$ cat config.mk
export PLATFORM = sky130hd
export DESIGN_NAME = outerprodrc_drain_flat
export DESIGN_NICKNAME = d
export VERILOG_FILES = /design/src/rtl/outerprodrc_drain_pkg.sv /design/src/rtl/outerprodrc_drain_if.sv /design/src/rtl/outerprodrc_drain.sv /design/src/flat_wrapper.sv
export SDC_FILE = /design/constraint.sdc
export NUM_CORES = 1
export LEC_CHECK = 0
export ABC_CLOCK_PERIOD_IN_PS = 2700
export CORE_AREA = 2 2 74 111
export CTS_BUF_LIST = sky130_fd_sc_hd__clkbuf_8
export DETAILED_ROUTE_END_ITERATION = 8
export DIE_AREA = 0 0 76 113
export PLACE_DENSITY = 0.47
export SLEW_MARGIN = 20
export SYNTH_ARGS = -nofsm -noshare
export SYNTH_HDL_FRONTEND = slang
export SYNTH_SLANG_ARGS = --single-unit
$ cat constraint.sdc
create_clock -name iClk -period 2.7 [get_ports iClk]
set_input_delay 0.27 -clock iClk [delete_from_list [all_inputs] [get_ports iClk]]
set_output_delay 0.27 -clock iClk [all_outputs]
set_load 0.02 [all_outputs]
$ cat src/rtl/outerprodrc_drain_pkg.sv
// Shared definitions for the rate-coded outer-product array and its consumers.
//   state_e   : sequencing states of the drain controller
//   idx_w     : index width for a count of n items, never below 1 bit
//   elem_lsb  : bit offset of element k in a flat bus of w-bit elements
//               (element k = r*COLNUM + c lives at [k*w +: w])
package outerprodrc_pkg;

    typedef enum logic [2:0] {
        ST_IDLE,
        ST_CLR,
        ST_RUN,
        ST_SETTLE,
        ST_CAPTURE,
        ST_DRAIN,
        ST_DONE
    } state_e;

    function automatic int unsigned idx_w(input int unsigned n);
        return (n > 1) ? $clog2(n) : 1;
    endfunction

    function automatic int unsigned elem_lsb(input int unsigned k, input int unsigned w);
        return k * w;
    endfunction

endpackage

$ cat src/rtl/outerprodrc_drain_if.sv
// Result stream from the drain stage toward writeback / the next layer.
//   oValid : element valid          (drain -> consumer)
//   iReady : consumer ready         (consumer -> drain)
//   oData  : current element        (drain -> consumer)
//   oRow   : row index of oData     (drain -> consumer)
//   oCol   : column index of oData  (drain -> consumer)
//   oLast  : final element of pass  (drain -> consumer)
interface outerprodrc_drain_if #(
    parameter int unsigned DATA_W = 8,
    parameter int unsigned ROW_W  = 1,
    parameter int unsigned COL_W  = 1
);
    logic              oValid;
    logic              iReady;
    logic [DATA_W-1:0] oData;
    logic [ROW_W-1:0]  oRow;
    logic [COL_W-1:0]  oCol;
    logic              oLast;

    modport master (output oValid, oData, oRow, oCol, oLast, input iReady);
    modport slave  (input oValid, oData, oRow, oCol, oLast, output iReady);
endinterface

$ cat src/rtl/outerprodrc_drain.sv
// Controller and result drain for one outer-product pass: pulse the array
// clear, enable accumulation for ACCCYCLE cycles, wait SETTLE cycles, snapshot
// the whole result bus, then stream it row-major one element per handshake.
// Ports:
//   iClk, iRst : clock, asynchronous active-high reset
//   iStart     : start pulse, sampled only while idle
//   oBusy      : high in every state except idle
//   oClr, oEn  : array clear (one cycle) and enable (ACCCYCLE cycles)
//   iProd      : array result bus, element k at [k*OUTBITWIDTH +: OUTBITWIDTH]
//   oDone      : one-cycle pulse after the last element is accepted
//   m_out      : valid/ready result stream (data, row, col, last)
// All outputs are decoded from registers only.
module outerprodrc_drain
    import outerprodrc_pkg::*;
#(
    parameter int unsigned ROWNUM      = 2,
    parameter int unsigned COLNUM      = 2,
    parameter int unsigned OUTBITWIDTH = 8,
    parameter int unsigned ACCCYCLE    = 8,
    parameter int unsigned SETTLE      = 1
) (
    input  logic                                  iClk,
    input  logic                                  iRst,
    input  logic                                  iStart,
    output logic                                  oBusy,
    output logic                                  oClr,
    output logic                                  oEn,
    input  logic [ROWNUM*COLNUM*OUTBITWIDTH-1:0]  iProd,
    output logic                                  oDone,
    outerprodrc_drain_if.master                   m_out
);

    localparam int unsigned NELEM = ROWNUM * COLNUM;
    localparam int unsigned RW    = idx_w(ROWNUM);
    localparam int unsigned CW    = idx_w(COLNUM);
    localparam int unsigned IW    = idx_w(NELEM);
    localparam int unsigned CNTW  = $clog2(ACCCYCLE + 1);

    state_e                 state_q, state_d;
    logic [CNTW-1:0]        cyc_q, cyc_d;
    logic [2:0]             set_q, set_d;
    logic [IW-1:0]          idx_q, idx_d;
    logic [RW-1:0]          row_q, row_d;
    logic [CW-1:0]          col_q, col_d;
    logic [OUTBITWIDTH-1:0] buf_q [NELEM];
    logic [OUTBITWIDTH-1:0] buf_d [NELEM];

    always_ff @(posedge iClk or posedge iRst) begin
        if (iRst) begin
            state_q <= ST_IDLE;
            cyc_q   <= '0;
            set_q   <= '0;
            idx_q   <= '0;
            row_q   <= '0;
            col_q   <= '0;
            buf_q   <= '{default: '0};
        end else begin
            state_q <= state_d;
            cyc_q   <= cyc_d;
            set_q   <= set_d;
            idx_q   <= idx_d;
            row_q   <= row_d;
            col_q   <= col_d;
            buf_q   <= buf_d;
        end
    end

    always_comb begin
        state_d = state_q;
        cyc_d   = cyc_q;
        set_d   = set_q;
        idx_d   = idx_q;
        row_d   = row_q;
        col_d   = col_q;
        buf_d   = buf_q;

        unique case (state_q)
            ST_IDLE: begin
                if (iStart) begin
                    state_d = ST_CLR;
                end
            end
            ST_CLR: begin
                cyc_d   = '0;
                state_d = ST_RUN;
            end
            ST_RUN: begin
                if (cyc_q == CNTW'(ACCCYCLE - 1)) begin
                    cyc_d   = '0;
                    set_d   = '0;
                    state_d = (SETTLE == 0) ? ST_CAPTURE : ST_SETTLE;
                end else begin
                    cyc_d = cyc_q + CNTW'(1);
                end
            end
            ST_SETTLE: begin
                if (set_q == 3'(SETTLE - 1)) begin
                    state_d = ST_CAPTURE;
                end else begin
                    set_d = set_q + 3'd1;
                end
            end
            ST_CAPTURE: begin
                for (int unsigned k = 0; k < NELEM; k++) begin
                    buf_d[k] = iProd[elem_lsb(k, OUTBITWIDTH) +: OUTBITWIDTH];
                end
                idx_d   = '0;
                row_d   = '0;
                col_d   = '0;
                state_d = ST_DRAIN;
            end
            ST_DRAIN: begin
                // Row/column are tracked alongside the flat index so no divider is needed.
                if (m_out.iReady) begin
                    if (idx_q == IW'(NELEM - 1)) begin
                        state_d = ST_DONE;
                    end else begin
                        idx_d = idx_q + IW'(1);
                        if (col_q == CW'(COLNUM - 1)) begin
                            col_d = '0;
                            row_d = row_q + RW'(1);
                        end else begin
                            col_d = col_q + CW'(1);
                        end
                    end
                end
            end
            ST_DONE: begin
                idx_d   = '0;
                row_d   = '0;
                col_d   = '0;
                state_d = ST_IDLE;
            end
            default: begin
                state_d = ST_IDLE;
            end
        endcase
    end

    assign oBusy        = (state_q != ST_IDLE);
    assign oClr         = (state_q == ST_CLR);
    assign oEn          = (state_q == ST_RUN);
    assign oDone        = (state_q == ST_DONE);
    assign m_out.oValid = (state_q == ST_DRAIN);
    assign m_out.oLast  = (state_q == ST_DRAIN) && (idx_q == IW'(NELEM - 1));
    assign m_out.oData  = buf_q[idx_q];
    assign m_out.oRow   = row_q;
    assign m_out.oCol   = col_q;

endmodule

$ cat src/flat_wrapper.sv
// flat-port wrapper written by rule: the top's interface ports become plain ports
module outerprodrc_drain_flat import outerprodrc_pkg::*;
#(
    parameter int unsigned ROWNUM      = 2,
    parameter int unsigned COLNUM      = 2,
    parameter int unsigned OUTBITWIDTH = 8,
    parameter int unsigned ACCCYCLE    = 8,
    parameter int unsigned SETTLE      = 1
)
  (iClk, iRst, iStart, oBusy, oClr, oEn, iProd, oDone, m_out_oValid, m_out_oData, m_out_oRow, m_out_oCol, m_out_oLast, m_out_iReady);
  outerprodrc_drain_if #(.DATA_W(8), .ROW_W(1), .COL_W(1)) m_out_i ();
  input  logic iClk;
  input  logic iRst;
  input  logic iStart;
  output logic oBusy;
  output logic oClr;
  output logic oEn;
  input  logic [ROWNUM*COLNUM*OUTBITWIDTH-1:0] iProd;
  output logic oDone;
  output wire logic [$bits(m_out_i.oValid)-1:0] m_out_oValid;
  output wire logic [$bits(m_out_i.oData)-1:0] m_out_oData;
  output wire logic [$bits(m_out_i.oRow)-1:0] m_out_oRow;
  output wire logic [$bits(m_out_i.oCol)-1:0] m_out_oCol;
  output wire logic [$bits(m_out_i.oLast)-1:0] m_out_oLast;
  input wire logic [$bits(m_out_i.iReady)-1:0] m_out_iReady;
  assign m_out_oValid = m_out_i.oValid;
  assign m_out_oData = m_out_i.oData;
  assign m_out_oRow = m_out_i.oRow;
  assign m_out_oCol = m_out_i.oCol;
  assign m_out_oLast = m_out_i.oLast;
  assign m_out_i.iReady = m_out_iReady;
  outerprodrc_drain #(.ROWNUM(ROWNUM), .COLNUM(COLNUM), .OUTBITWIDTH(OUTBITWIDTH), .ACCCYCLE(ACCCYCLE), .SETTLE(SETTLE)) u_core (.iClk(iClk), .iRst(iRst), .iStart(iStart), .oBusy(oBusy), .oClr(oClr), .oEn(oEn), .iProd(iProd), .oDone(oDone), .m_out(m_out_i));
endmodule
==> results of run 1 <==
stage by stage:
step	setup slack [ps]	total power [mW]
finish	262	3.21
global route	125	3.46
CTS	194	3.28
detailed placement	519	2.74
global placement	567	2.73
floorplan	1220	2.21
final cells by class:
| cell class | count | area [um2] | share of cell area |
|---|---|---|---|
| Timing Repair Buffer | 55 | 541 | 0.183 |
| Sequential cell | 46 | 1150 | 0.390 |
| Clock inverter | 1 | 30.0 | 0.0102 |
| Clock buffer | 6 | 82.6 | 0.0280 |
| Multi-Input combinational cell | 103 | 990 | 0.336 |
| Inverter | 7 | 26.3 | 0.00891 |
| Tap cell | 102 | 128 | 0.0433 |
routing by layer:
| layer | global-route usage | routed length (um) | vias up |
|---|---|---|---|
| met4 | 0.0364 | 0 | 0 |
| met1 | 0.157 | 2100 | 763 |
| met2 | 0.208 | 2460 | 51 |
| met3 | 0.0359 | 303 | 0 |
| li1 | - | - | 710 |
| met5 | 0 | 0 | - |
power breakdown:
group / switching [mW] / total (mW) / internal [mW]
sequential: 0.307 / 1.30 / 0.997
combinational: 0.550 / 1.39 / 0.842
clock: 0.222 / 0.518 / 0.296
worst max path at each step:
| stage | to | slack (ps) | depth (start not counted) |
|---|---|---|---|
| finish | m_out_oData[1] | 260 | 2 |
| global route | m_out_oData[2] | 130 | 2 |
| CTS | m_out_oData[6] | 190 | 2 |
| detailed placement | m_out_oData[1] | 520 | 2 |
| global placement | m_out_oData[1] | 570 | 2 |
| floorplan | oDone | 1220 | 3 |
sequential cells by signal, indices dropped and copies added (netlist names):
signal and count:
u_core.buf_q 32, u_core.cyc_q 4, u_core.state_q 3, u_core.set_q 3
u_core.m_out.oRow 1, u_core.idx_q 2, u_core.m_out.oCol 1
layout by cell type, fill, tap and decap left out, drive strengths merged, types with 2 or more instances in the layout:
cell	count
clkdlybuf4s50	51
dfrtp	46
mux2	33
mux4	8
nand2	7
inv	7
clkbuf	6
nor2	6
nand3	4
o21ai	4
ha	4
buf	4
a21oi	3
nand2b	3
nor3	3
nor3b	3
nand3b	2
and3b	2
a22oi	2
a22o	2
o211ai	2
a221o	2
kinds of logic after synthesis:
logic type                 count (synthesis)  synth area share
AOI/OAI and AO/OA                         20            0.0654
muxes                                     42             0.253
and+or+nand+nor                           37             0.105
DFF                                       46             0.519
adders and majority gates                  4            0.0225
buffers and inverters                     16            0.0355
==> metrics.md, run 1 <==
| Metric | Value |
|---|---|
| Async S/R FF share, synth | 1.00 |
| H-tree depth | 2 |
| First-pass GRT wire length | between 8 and 9 mm |
| Initial Util | 0.293 |
| Max Slew Vio Count | 0 |
| DP Area | about 2800 um2 |
| Avg Vias per Cell | ~4.8 |
| Post-DP HPWL | 3.59 mm |
| DRT Pass-1 Iters | 4 |
| Post-synth top area cell | dfrtp_1 |
| Worst Path Required | 2430 ps |
| Largest net degree at the start of global routing | 23 |
| Synth area leaders | dfrtp_1, mux2_2, mux4_2, ha_1, buf_2 |
| Top-count cell post-synth | dfrtp_1 |
| Antenna Cells | 0 |
| Worst reg-to-reg path cell count | 4 |
| CP peak stage delay | ~740 ps |
| Clock root buffer | clkbuf_8 |
| Cell Area, Synth | approximately 2200 um2 |
| Crit path buf inv count | 1 |
| Die X-Extent | 76 um |
| Setup TNS | 0 ps |
| DRC | 0 |
| RSZ-0062 raised after global routing | false |
| Seq/Total Area, Yosys | 0.519 |
| Max frequency | 410 MHz |
| Rows | 39 |
| Port buffer count | approximately 50 |
| Worst setup EP type | primary output |
| # setup viols final | 0 |
| Initial antenna violation count | 0 |
| Minimum clock period | 2440 ps |
| Fin crit share | 0.903 |
| Cell Chain, Critical Path | mux4_2 -> clkdlybuf4s50_1 |
| Slowest-stage cell, CP | dfrtp_1 |
| Dpl cells | ~310 |
| Post-CTS setup buffers | 0 |
| Worst reg2reg startpoint | u_core.idx_q[0]$_DFFE_PP0P_ |
| GRT Total Usage | 0.124 |
| CP startpoint kind | register |
| Fin cells | 320 |
| Max Clock Skew | around 4 ps |
| Synthesized net count | between 200 and 250 |
| Fillers | around 750 |
| Vias in the first global route | around 1.7k |
| WHS | between 200 and 250 ps |
| Leak | 1.19 nW |
| Synthesized area per cell | 13.5 um2 |
| Synth Flop Type | dfrtp_1 |
| Maximum fanout along the worst path | 12 |
| VDD IR max | 0.000498 V |
| Routability cong. | about 0.76 |
| Pwr Density | roughly 1100 nW/um2 |
| Die Y-Extent | 113 um |
| Post-synth top area share | 0.519 |
| Cells after Synth | 165 |
| Cts repair resizes | 0 |
| Status | complete, no violations |
| Design Area, Final | roughly 2900 um2 |
| Final ANT Viol Nets | 0 |
| Worst hold path type | in -> async |
| Share of cells above drive strength 1 | 0.266 |
| FF-to-FF End | u_core.m_out.oRow$_DFFE_PP0P_ |
| Core Region | between 7000 and 8000 um2 |
| Clock-pin slew on the worst setup and hold paths | ~80 ps |
| Critical Path Start | u_core.idx_q[0]$_DFFE_PP0P_ |
| Post-synth top cells | dfrtp_1, mux2_2, mux4_2 |
| Grt ovf | 0 |
| Critical path type | reg -> out |
| Distinct cell type count after synthesis | 37 |
| Crit path DAT | 2170 ps |
| WL/cell | about 15 um |
| IO Count | 52 |
| Number of clock sinks | 46 |
| Starting DRT DRC Count | 51 |
| Total CTS buffers | 5 |
| Worst slew margin | 0.529 |
| CP delay by family, top | flip-flops |
| Fin util | 0.390 |
| Routed vias | approximately 1.5k |
| Worst skew pair latency | between 200 and 300 ps |
| Seq cells post-synth | 46 |
| Worst-margin pin slew | between 700 and 800 ps |
| Final WL | 4.87 mm |
| Area delta synth->final | 32.8% |
| Post-synth EDFFs | 0 |
| Max Cap Viol | 0 |
| Ys Warns | 0 |
| TritonCTS clock tree | built |
| R2r setup slk | a little under 800 ps |
| Final Net Count | about 260 |
| Die area | roughly 8600 um2 |
| CTS Hold Bufs | 0 |
| CTS max path bufs | 2 |
| Final hold violations | 0 |
Power figures use the tool's default switching activity.
==> inputs of run 2 (changes only) <==
--- a/config.mk
+++ b/config.mk
@@ -5,11 +5,12 @@
 export SDC_FILE = /design/constraint.sdc
 export NUM_CORES = 1
 export LEC_CHECK = 0
+export ABC_AREA = 1
 export ABC_CLOCK_PERIOD_IN_PS = 2700
-export CORE_AREA = 2 2 74 111
+export CORE_AREA = 2 2 74 112
 export CTS_BUF_LIST = sky130_fd_sc_hd__clkbuf_8
 export DETAILED_ROUTE_END_ITERATION = 8
-export DIE_AREA = 0 0 76 113
+export DIE_AREA = 0 0 76 114
 export PLACE_DENSITY = 0.47
 export SLEW_MARGIN = 20
 export SYNTH_ARGS = -nofsm -noshare
==> run 2 against run 1 <==
  * Critical path depth is 2 higher
  * Non-clock buffer count decreased by 2
  * Register-to-register slack better by 410 ps
  * Sequential share of layout area down 0.49 points
  * Fmax increased by 7.0%
  * Synthesized area increased by 1.3%
  * Global-route usage rose by 0.67 points
  * Final area increased by 1.3%
  * Sequential cell count stayed put
  * Critical endpoint unchanged
  * Largest cell class unchanged
  * Highest routed layer is now met4
==> metrics.md, run 2 <==
| Metric | Value |
|---|---|
| Status | complete, no violations (unchanged) |
| Minimum clock period | 2280 ps (was 2440 ps) |
| Internal | 2.18 mW (was 2.14 mW) |
| # setup viols final | 0 (unchanged) |
| Synthesized net count | 259 (was 205) |
| R2r setup slk | 1190 ps (was 780 ps) |
| Async S/R FF share, synth | 1.00 (unchanged) |
| Fin util | 0.385 (was 0.390) |
| Final WL | 5.11 mm (was 4.87 mm) |
| FF-to-FF End | u_core.buf_q[14]$_DFFE_PP0N_ (was u_core.m_out.oRow$_DFFE_PP0P_) |
| CTS max path bufs | 2 (unchanged) |
| Worst Path Required | 2430 ps (about the same) |
| Worst setup EP type | primary output (unchanged) |
| Fin crit share | 0.844 (was 0.903) |
| Area delta synth->final | 32.8% (about the same) |
| PnR worst setup slack | 421 ps (was 262 ps) |
| Sw frac | 0.369 (was 0.336) |
| Synth area leaders | dfrtp_1, mux2_2, o21ai_0, nand2_1, nor2_1 (was dfrtp_1, mux2_2, mux4_2, ha_1, buf_2) |
| Clock-pin slew on the worst setup and hold paths | 90 ps (was 80 ps) |
| Starting DRT DRC Count | 95 (was 51) |
| Total CTS buffers | 5 (unchanged) |
| Post-synth top area share | 0.512 (was 0.519) |
| IO Count | 52 (unchanged) |
| Synthesized area per cell | 10.3 um2 (was 13.5 um2) |
| Gate power share | 0.455 (was 0.433) |
| CTS Hold Bufs | 0 (unchanged) |
| Maximum fanout along the worst path | 17 (was 12) |
| Leading registers by flop count | u_core.buf_q (32), u_core.cyc_q (4) (unchanged) |
| Core Region | 7760 um2 (was 7560 um2) |
| Distinct cell type count after synthesis | 25 (was 37) |
| TritonCTS clock tree | built (unchanged) |
| Biggest register | u_core.buf_q (unchanged) |
| Final Net Count | 311 (was 258) |
| Psw | 1.28 mW (was 1.08 mW) |
| Worst skew pair latency | 300 ps (was 290 ps) |
| Critical path type | reg -> out (unchanged) |
| Crit path DAT | 2010 ps (was 2170 ps) |
| Largest register FFs | 32 (unchanged) |
| Worst reg-to-reg path cell count | 3 (was 4) |
| Leak | 1.32 nW (was 1.19 nW) |
| Met3 Track Usage GR | 0.0332 (was 0.0359) |
| Cells after Synth | 219 (was 165) |
| Worst reg2reg startpoint | u_core.state_q[0]$_DFFE_PP0P_ (was u_core.idx_q[0]$_DFFE_PP0P_) |
| Pwr Density | 1160 nW/um2 (was 1090 nW/um2) |
| Clk network pwr share | 0.184 (was 0.161) |
| Grt ovf | 0 (unchanged) |
| Fillers | 787 (was 753) |
| Worst-margin pin slew | 582 ps (was 707 ps) |
| Most common library cell in the layout ignoring fill and taps | clkdlybuf4s50_1 (unchanged) |
| Number of clock sinks | 46 (unchanged) |
| Cell Area, Synth | 2250 um2 (was 2220 um2) |
| GRT Total Usage | 0.131 (was 0.124) |
| Routability cong. | 0.769 (was 0.762) |
| Seq/Total Area, Yosys | 0.512 (was 0.519) |
| Final hold violations | 0 (unchanged) |
| Die X-Extent | 76 um (unchanged) |
| Critical Path Start | u_core.idx_q[0]$_DFFE_PP0P_ (unchanged) |
| Dpl cells | 369 (was 313) |
| Routed vias | 1687 (was 1524) |
| Avg Vias per Cell | 4.47 (was 4.76) |
| Flop pwr share | 0.360 (was 0.406) |
| Most frequent cells in the layout | clkdlybuf4s50_1, dfrtp_1, mux2_2, nand2_1, nor2_1 (was clkdlybuf4s50_1, dfrtp_1, mux2_2, mux4_2, nand2_1) |
| Post-synth top cells | dfrtp_1, mux2_2, nand2_1 (was dfrtp_1, mux2_2, mux4_2) |
| Vias in the first global route | 1841 (was 1669) |
| DRT Pass-1 Iters | 4 (unchanged) |
| Worst hold path type | in -> async (unchanged) |
| Max Slew Vio Count | 0 (unchanged) |
| RSZ-0062 raised after global routing | false (unchanged) |
| Max frequency | 439 MHz (was 410 MHz) |
| Post-CTS setup buffers | 0 (unchanged) |
| WL/cell | 13.6 um (was 15.2 um) |
| Antenna Cells | 0 (unchanged) |
| Port buffer count | 51 (unchanged) |
| Post-DP HPWL | 3.79 mm (was 3.59 mm) |
| Initial Util | 0.290 (was 0.293) |
| Max Clock Skew | 2.43 ps (was 3.98 ps) |
| Initial antenna violation count | 0 (unchanged) |
| Clock root buffer | clkbuf_8 (unchanged) |
| Die Y-Extent | 114 um (was 113 um) |
| Final ANT Viol Nets | 0 (unchanged) |
| Top-count cell post-synth | dfrtp_1 (unchanged) |
| Post-synth top area cell | dfrtp_1 (unchanged) |
| DRC | 0 (unchanged) |
| Most Crowded Layer GR | met2 (unchanged) |
| Dpl ws | 760 ps (was 519 ps) |
| Setup TNS | 0 ps (unchanged) |
| CP startpoint kind | register (unchanged) |
| Die area | 8660 um2 (was 8590 um2) |
| Ys Warns | 0 (unchanged) |
| Post-synth EDFFs | 0 (unchanged) |
| Largest net degree at the start of global routing | 47 (was 23) |
| VDD IR max | 0.000498 V (about the same) |
| Met2 Usage GRT | 0.240 (was 0.208) |
| Fin cells | 377 (was 320) |
| Seq cells post-synth | 46 (unchanged) |
| Rows | 40 (was 39) |
| Worst slew margin | 0.612 (was 0.529) |
| Synth Flop Type | dfrtp_1 (unchanged) |
| Share of cells above drive strength 1 | 0.206 (was 0.266) |
| Max Cap Viol | 0 (unchanged) |
| Met1 Usage GRT | 0.143 (was 0.157) |
| First-pass GRT wire length | 8.85 mm (was 8.40 mm) |
| Cts repair resizes | 0 (unchanged) |
| H-tree depth | 2 (unchanged) |
-- run 2: cell types whose count changed after synthesis, moves of 4 or more --
cell     delta
buf_2       -4
buf_6       +4
inv_1       +8
mux2_2      -4
mux4_2      -8
nand2_1    +18
nand3_1    +10
nor2_1     +19
o21ai_0    +16
o21ai_1     +5
o22ai_1     +8
-- run 2: how the worst max path moves through the flow --
stage	end
floorplan	m_out_oData[6]
global placement	m_out_oData[4]
detailed placement	m_out_oData[4]
CTS	m_out_oData[1]
global route	m_out_oData[1]
finish	m_out_oData[1]
-- run 2: power by group through the flow --
stage	Combinational [mW]	Sequential (mW)	Clock (mW)
after floorplan	1.12	1.17	0
after global placement	1.60	1.26	0
after detailed placement	1.60	1.26	0
after CTS	1.61	1.25	0.662
after global routing	1.76	1.29	0.689
final	1.57	1.25	0.637
-- run 2: stage by stage --
stage | power [mW] | hold slack [ps] | area, um2
4_1_cts | 3.52 | 455 | 2990
2_1_floorplan | 2.28 | 419 | 2250
3_5_place_dp | 2.86 | 489 | 2840
3_3_place_gp | 2.86 | 484 | 2840
5_1_grt | 3.74 | 483 | 2990
6_report | 3.46 | 428 | 2990
-- run 2: worst max-delay path, stage by stage, from the launching register on --
cell	delay, ps
dfrtp_1	380
inv_1	350
o21ai_0	140
o22ai_1	190
clkdlybuf4s50_1	640
-- run 2: area by class of cell --
class	count	area, um2	share of cell area
Sequential cell	46	1150	0.386
Multi-Input combinational cell	147	967	0.324
Timing Repair Buffer	53	526	0.176
Tap cell	105	131	0.0440
Clock buffer	6	82.6	0.0277
Inverter	18	67.6	0.0226
Clock inverter	2	60.1	0.0201
-- run 2: logic make-up after synthesis --
group / count (synthesis) / synth area share
flops: 46 / 0.512
fa+ha+maj: 4 / 0.0223
compound gates: 37 / 0.0902
buf+inv: 26 / 0.0579
mux: 32 / 0.165
simple gates: 72 / 0.145
xor+xnor: 2 / 0.00779
-- run 2: layer usage --
metal  part of all wire  vias to the layer above  wire length (um)
met4              0.019                        0                95
met5                  0                        -                 0
met3              0.045                        6               232
met2               0.53                       42              2720
met1               0.40                      807              2070
li1                   -                      832                 -
